### config.mk
export PLATFORM = sky130hd
export DESIGN_NAME = cpu_run_ctrl
export DESIGN_NICKNAME = d
export VERILOG_FILES = /design/src/rtl/cpu_run_ctrl.sv
export SDC_FILE = /design/constraint.sdc
export NUM_CORES = 1
export LEC_CHECK = 0
export ABC_CLOCK_PERIOD_IN_PS = 2900
export BUFFER_PORTS_ARGS = -buffer_cell sky130_fd_sc_hd__buf_4
export CORE_ASPECT_RATIO = 0.7
export CORE_UTILIZATION = 43
export DETAILED_ROUTE_END_ITERATION = 16
export PLACE_DENSITY = 0.76
export REMOVE_ABC_BUFFERS = 1
export SYNTH_ARGS = -nofsm -noshare
export SYNTH_HDL_FRONTEND = slang
export SYNTH_SLANG_ARGS = --single-unit
### constraint.sdc
create_clock -name clk -period 2.9 [get_ports clk]
set_clock_uncertainty 0.15 [all_clocks]
set_input_delay 0.145 -clock clk [delete_from_list [all_inputs] [get_ports clk]]
set_output_delay 0.145 -clock clk [all_outputs]
set_load 0.02 [all_outputs]
### src/rtl/cpu_run_ctrl.sv
// cpu_run_ctrl_debounce
//   Single-button front end: 2-flop synchronizer, stability counter and a
//   debounced level. Emits a one-cycle press pulse on each accepted 0->1
//   change of the debounced level.
//   Ports:
//     clk, rst  - system clock, synchronous active-high reset
//     btn_i     - raw asynchronous, bouncy button
//     press_o   - one-cycle pulse per accepted press
//
// cpu_run_ctrl
//   Run/step/breakpoint controller for the openmips core. Generates the CPU
//   advance enable from the run/stop and single-step buttons plus a PC-match
//   breakpoint, latches the most recent write-back value for the display and
//   counts enabled CPU cycles.
//   Ports:
//     clk, rst      - system clock, synchronous active-high reset
//     btn_run       - raw run/stop toggle button
//     btn_step      - raw single-step button
//     bp_en         - breakpoint enable
//     bp_addr       - breakpoint instruction address
//     pc_i          - current CPU fetch address
//     wb_wdata_i    - CPU write-back data
//     cpu_ce_o      - CPU advance enable
//     disp_data_o   - latched write-back value
//     instr_cnt_o   - count of enabled CPU cycles (wraps)
//     state_o       - FSM state: 00 HALT, 01 RUN, 10 STEP, 11 BREAK
//     halted_o      - 1 in HALT or BREAK

module cpu_run_ctrl_debounce #(
  parameter int DEBOUNCE_CYCLES = 1_000_000
) (
  input  logic clk,
  input  logic rst,
  input  logic btn_i,
  output logic press_o
);

  localparam int DB_W = $clog2(DEBOUNCE_CYCLES);
  localparam logic [DB_W-1:0] DB_LAST = DB_W'(DEBOUNCE_CYCLES - 1);

  logic [1:0]      sync_q, sync_d;
  logic [DB_W-1:0] cnt_q, cnt_d;
  logic            level_q, level_d;
  logic            arm_q, arm_d;
  logic            press_q, press_d;

  always_comb begin
    sync_d  = {sync_q[0], btn_i};
    cnt_d   = cnt_q;
    level_d = level_q;
    arm_d   = arm_q;
    press_d = 1'b0;

    if (sync_q[1] != level_q) begin
      if (cnt_q == DB_LAST) begin
        cnt_d   = '0;
        level_d = ~level_q;
        press_d = ~level_q & arm_q;
      end else begin
        cnt_d = cnt_q + DB_W'(1);
      end
    end else begin
      cnt_d = '0;
    end

    // A press only counts once the button has been seen released since
    // reset, so a button held through reset cannot fire a pulse.
    if (!level_q && !sync_q[1]) begin
      arm_d = 1'b1;
    end
  end

  // The synchronizer only carries the raw pin; it is left out of reset so
  // that a button held through reset is still seen as held afterwards.
  always_ff @(posedge clk) begin
    sync_q <= sync_d;
    if (rst) begin
      cnt_q   <= '0;
      level_q <= 1'b0;
      arm_q   <= 1'b0;
      press_q <= 1'b0;
    end else begin
      cnt_q   <= cnt_d;
      level_q <= level_d;
      arm_q   <= arm_d;
      press_q <= press_d;
    end
  end

  assign press_o = press_q;

endmodule

module cpu_run_ctrl #(
  parameter int DEBOUNCE_CYCLES = 1_000_000,
  parameter int CNT_W           = 16
) (
  input  logic             clk,
  input  logic             rst,
  input  logic             btn_run,
  input  logic             btn_step,
  input  logic             bp_en,
  input  logic [31:0]      bp_addr,
  input  logic [31:0]      pc_i,
  input  logic [31:0]      wb_wdata_i,
  output logic             cpu_ce_o,
  output logic [31:0]      disp_data_o,
  output logic [CNT_W-1:0] instr_cnt_o,
  output logic [1:0]       state_o,
  output logic             halted_o
);

  typedef enum logic [1:0] {
    ST_HALT  = 2'b00,
    ST_RUN   = 2'b01,
    ST_STEP  = 2'b10,
    ST_BREAK = 2'b11
  } state_e;

  state_e           state_q, state_d;
  logic             bp_mask_q, bp_mask_d;
  logic             ce_dly_q, ce_dly_d;
  logic [31:0]      disp_q, disp_d;
  logic [CNT_W-1:0] cnt_q, cnt_d;

  logic run_p;
  logic step_p;
  logic hit;
  logic cpu_ce;

  cpu_run_ctrl_debounce #(
    .DEBOUNCE_CYCLES (DEBOUNCE_CYCLES)
  ) u_db_run (
    .clk     (clk),
    .rst     (rst),
    .btn_i   (btn_run),
    .press_o (run_p)
  );

  cpu_run_ctrl_debounce #(
    .DEBOUNCE_CYCLES (DEBOUNCE_CYCLES)
  ) u_db_step (
    .clk     (clk),
    .rst     (rst),
    .btn_i   (btn_step),
    .press_o (step_p)
  );

  always_comb begin
    // The compare is combinational so the matching instruction is held off
    // in the very cycle its address appears. The mask lets a resumed run
    // execute that instruction once without re-triggering.
    hit    = bp_en && (pc_i == bp_addr) && !bp_mask_q;
    cpu_ce = ((state_q == ST_RUN) && !hit) || (state_q == ST_STEP);

    state_d = state_q;
    case (state_q)
      ST_HALT: begin
        if (run_p)       state_d = ST_RUN;
        else if (step_p) state_d = ST_STEP;
      end
      ST_RUN: begin
        if (run_p)    state_d = ST_HALT;
        else if (hit) state_d = ST_BREAK;
      end
      ST_STEP: begin
        // One enabled cycle only; pulses arriving here are dropped.
        state_d = ST_HALT;
      end
      ST_BREAK: begin
        if (run_p)       state_d = ST_RUN;
        else if (step_p) state_d = ST_STEP;
      end
      default: state_d = ST_HALT;
    endcase

    bp_mask_d = bp_mask_q;
    if (cpu_ce) begin
      bp_mask_d = 1'b0;
    end
    if ((state_q == ST_BREAK) && (state_d != ST_BREAK)) begin
      bp_mask_d = 1'b1;
    end

    // Write-back data for an enabled cycle arrives one cycle later.
    ce_dly_d = cpu_ce;
    disp_d   = ce_dly_q ? wb_wdata_i : disp_q;
    cnt_d    = cpu_ce ? cnt_q + CNT_W'(1) : cnt_q;
  end

  always_ff @(posedge clk) begin
    if (rst) begin
      state_q   <= ST_HALT;
      bp_mask_q <= 1'b0;
      ce_dly_q  <= 1'b0;
      disp_q    <= '0;
      cnt_q     <= '0;
    end else begin
      state_q   <= state_d;
      bp_mask_q <= bp_mask_d;
      ce_dly_q  <= ce_dly_d;
      disp_q    <= disp_d;
      cnt_q     <= cnt_d;
    end
  end

  assign cpu_ce_o    = cpu_ce;
  assign disp_data_o = disp_q;
  assign instr_cnt_o = cnt_q;
  assign state_o     = state_q;
  assign halted_o    = (state_q == ST_HALT) || (state_q == ST_BREAK);

endmodule

==> results.tsv <==
stage	metric	value	unit
clock_network	htreeDepth	3	
synth	synth.distinct_cells	43	
synth	synth_seq_cells	102	
min_path	hp-start	rst	
worst_setup_path	crit_type	flip-flop to output port	
timing	tns	0	ps
route	first_iter_violations	216	
worst_setup_path	path_max_fanout	10	
synth	yosys-top-cells-count	dfxtp_1, nor2_1, xor2_1	
route	ant_nets	0	
synth	avgSynthCellArea	9.10	um^2
route	drc	0	
timing	min_period	2570	ps
synth	synth_edf_count	0	
worst_setup_path	cp_num_buf_inv	4	
grt	grt_util_all_layers	21.1	%
clock_network	cts_buffers	9	
die	start_util	44.8	%
synth	yosys-top-cells-area	dfxtp_1, xor2_1, nor2_1, mux2i_1, xnor2_1	
finish	areaGrowthSynthToFinish	40.3	%
timing	setup_violations	0	
worst_setup_path	timing.rr.end	instr_cnt_o[14]$_SDFFE_PP0P_	
placed_design	numPortBuffers	152	
clock_network	cts_buffer_depth	2	
timing	rsz0062_at_grt	no	
finish	n_antenna_cell	0	
synth	ys_seq_area_share	43.6	%
pwr	total_leakage_power	2.64	nW
min_path	hold_class	input port to flip-flop	
grt	grt_pass1_vias	4033	
clock_network	post_cts_buffers	0	
pwr	power	0.00282	W
timing	worst_pin_slew	994	ps
synth	ys.flop_type	dfxtp_1	
status	status	finished, final reports clean	
clock_network	clk_latency	350	ps
grt	antenna_found_initial	0	
route	drt-total-wl	12.0	mm
timing	timing.slew.headroom	33.8	%
route	routed_via_density	5.06	
route	num_vias	4225	
clock_network	clkTransAtPathRegs	70	ps
finish	fin_nets	808	
clock_network	cts_tree	built	
timing	timing.final.crit_share	88.5	%
worst_setup_path	crit_slowest_cell	o41ai_4	
placed_design	place_hpwl	8.17	mm
die	coreArea	0.0105	mm^2
grt	grt_max_degree	67	
min_path	min_delay_path_depth	2	
synth	synth.cell_area	0.00469	mm^2
die	rows	31	
synth	synth_top_cell_by_area	dfxtp_1	
worst_setup_path	cp-end-kind	output port	
timing	drv_slew	0	
worst_setup_path	critPathRequiredTime	2610	ps
finish	final_layout_size_suffix_gt1_share	26.9	%
route	dr.pass1.iters	5	
min_path	hold_path_end	instr_cnt_o[0]$_SDFFE_PP0P_	
grt	grt_overflow	0	
worst_setup_path	worst-r2r-cell-count	6	
worst_setup_path	critical-path-top-delay-family	compound AO/OA/AOI/OAI gates	
synth	async_flop_share	0	%
synth	synth_cells	515	
route	routedWlPerCell	14.3	um
placed_design	place_congestion	0.831	
timing	final_hold_viol_count	0	
die	num_io_pins	153	
worst_setup_path	path_cells	inv_1, ha_1, o41ai_4, buf_4, inv_1, buf_4	
worst_setup_path	start_kind	flip-flop	
worst_setup_path	crit_arrival	2270	ps
synth	synth-warning-count	0	
timing	clock.fmax	0.390	GHz
worst_setup_path	r2r-start	instr_cnt_o[4]$_SDFFE_PP0P_	
die	die_w	127	um
die	die-area	0.0113	mm^2
clock_network	clock_sinks	102	
pwr	vdd_drop_max	0.000397	V
synth	netlist.area_leader.share	43.6	%
grt	grt_first_pass_wirelength	18.8	mm
flow_run	drv_cap	0	
clock_network	cts_root_buf	clkbuf_16	
pwr	cellPowerDensity	429	mW/mm^2
worst_setup_path	r2r_slack	560	ps
die	die_height	89.4	um
worst_setup_path	critPathMaxStageDelay	650	ps
==> area by class of cell <==
class	instances	area (um^2)
inverters	19	71.3
clock inverters	6	52.6
flip-flops and latches	102	2040
fillers	819	3890
well taps	132	165
clock buffers	10	239
multi-input cells	377	2500
repair buffers	189	1500
==> logic make-up (layout without fill, tap and decap cells) <==
family	after synthesis	after routing	share of synthesized area, %
and+or+nand+nor	226	226	24.2
DFF	102	102	43.6
xor gates and xnor gates	70	70	13.1
muxes	39	39	8.49
buffers and inverters	36	224	3.04
AOI/OAI and AO/OA	33	33	5.18
adders and majority gates	9	9	2.40
==> timing repair <==
item,4_1_cts,5_1_grt
endpoints found under the setup margin,0,0
hold endpoints to repair,34,0
gates resized for setup,0,0
hold buffers,34,0
==> worst reg2reg max path: cells and delay by family (launching register included) <==
family | cells | cell delay (ps)
simple gates | 3 | 890
compound gates | 1 | 270
flops | 1 | 490
mux | 1 | 370
buf+inv | 1 | 70
==> sequential cells by signal, indices dropped and copies added (netlist names) <==
| signal | count |
|---|---|
| bp_mask_q | 1 |
| ce_dly_q | 1 |
| disp_data_o | 32 |
| instr_cnt_o | 16 |
| state_o | 2 |
| u_db_run.arm_q | 1 |
| u_db_run.cnt_q | 20 |
| u_db_run.level_q | 1 |
| u_db_run.press_o | 1 |
| u_db_run.sync_q | 2 |
| u_db_step.arm_q | 1 |
| u_db_step.cnt_q | 20 |
| u_db_step.level_q | 1 |
| u_db_step.press_o | 1 |
| u_db_step.sync_q | 2 |
==> cell usage in the layout (no fill, tap or decap), types with 2 or more instances in the layout <==
master,instances
inv_1,19
o221ai_1,2
clkbuf_16,9
nor4_2,4
nor2b_1,9
nand3_1,23
dfxtp_1,101
nand4_1,11
buf_4,155
nor3_1,3
clkinvlp_4,2
or3_1,6
nor2_1,102
and3_1,7
nor3b_1,4
or2_2,2
o31ai_1,6
nand2b_1,3
xnor2_1,17
a21oi_1,11
dlygate4sd3_1,34
mux2_2,6
ha_1,9
and4_1,5
or4_1,7
xor2_1,53
inv_6,2
mux2i_1,33
o21ai_0,5
nor4_1,11
nand2_1,24
==> per-stage QoR <==
| stage | setup WS, ps | instances | hold slack, ps | cell area [um^2] | util (%) |
|---|---|---|---|---|---|
| after detailed placement | 421 | 785 | 102 | 5950 | 56.8 |
| after CTS | 317 | 835 | 158 | 6580 | 62.8 |
| final | 335 | 835 | 160 | 6580 | 62.8 |
| after floorplan | 667 | 498 | 22.7 | 4620 | - |
| after global placement | 547 | 785 | 100 | 5950 | 56.8 |
| after global routing | 201 | 835 | 183 | 6580 | 62.8 |
==> per-layer routing <==
metal | track usage (%) | part of all wire, % | vias up
li1 | - | - | 2127
met1 | 25.5 | 45 | 1961
met2 | 37.0 | 48 | 118
met3 | 4.85 | 5.9 | 19
met4 | 8.66 | 1.8 | 0
met5 | 0 | 0 | -
==> how the worst max path moves through the flow <==
| stage | from | endpoint | slack [ps] | depth (start not counted) |
|---|---|---|---|---|
| after floorplan | state_o[0]$_SDFF_PP0_ | instr_cnt_o[11]$_SDFFE_PP0P_ | 670 | 5 |
| after global placement | bp_addr[12] | cpu_ce_o | 550 | 8 |
| after detailed placement | bp_addr[29] | instr_cnt_o[15]$_SDFFE_PP0P_ | 420 | 8 |
| after CTS | state_o[0]$_SDFF_PP0_ | cpu_ce_o | 320 | 6 |
| after global routing | state_o[0]$_SDFF_PP0_ | cpu_ce_o | 200 | 6 |
| final | state_o[0]$_SDFF_PP0_ | cpu_ce_o | 330 | 6 |
==> power breakdown <==
group | switching (W) | leakage [nW] | internal (W)
clock | 0.000549 | 0.138 | 0.000619
sequential | 0.00000440 | 0.824 | 0.00141
combinational | 0.0000962 | 1.67 | 0.000147
total | 0.000650 | 2.64 | 0.00217
No activity file was read; power rests on OpenSTA's default activity.
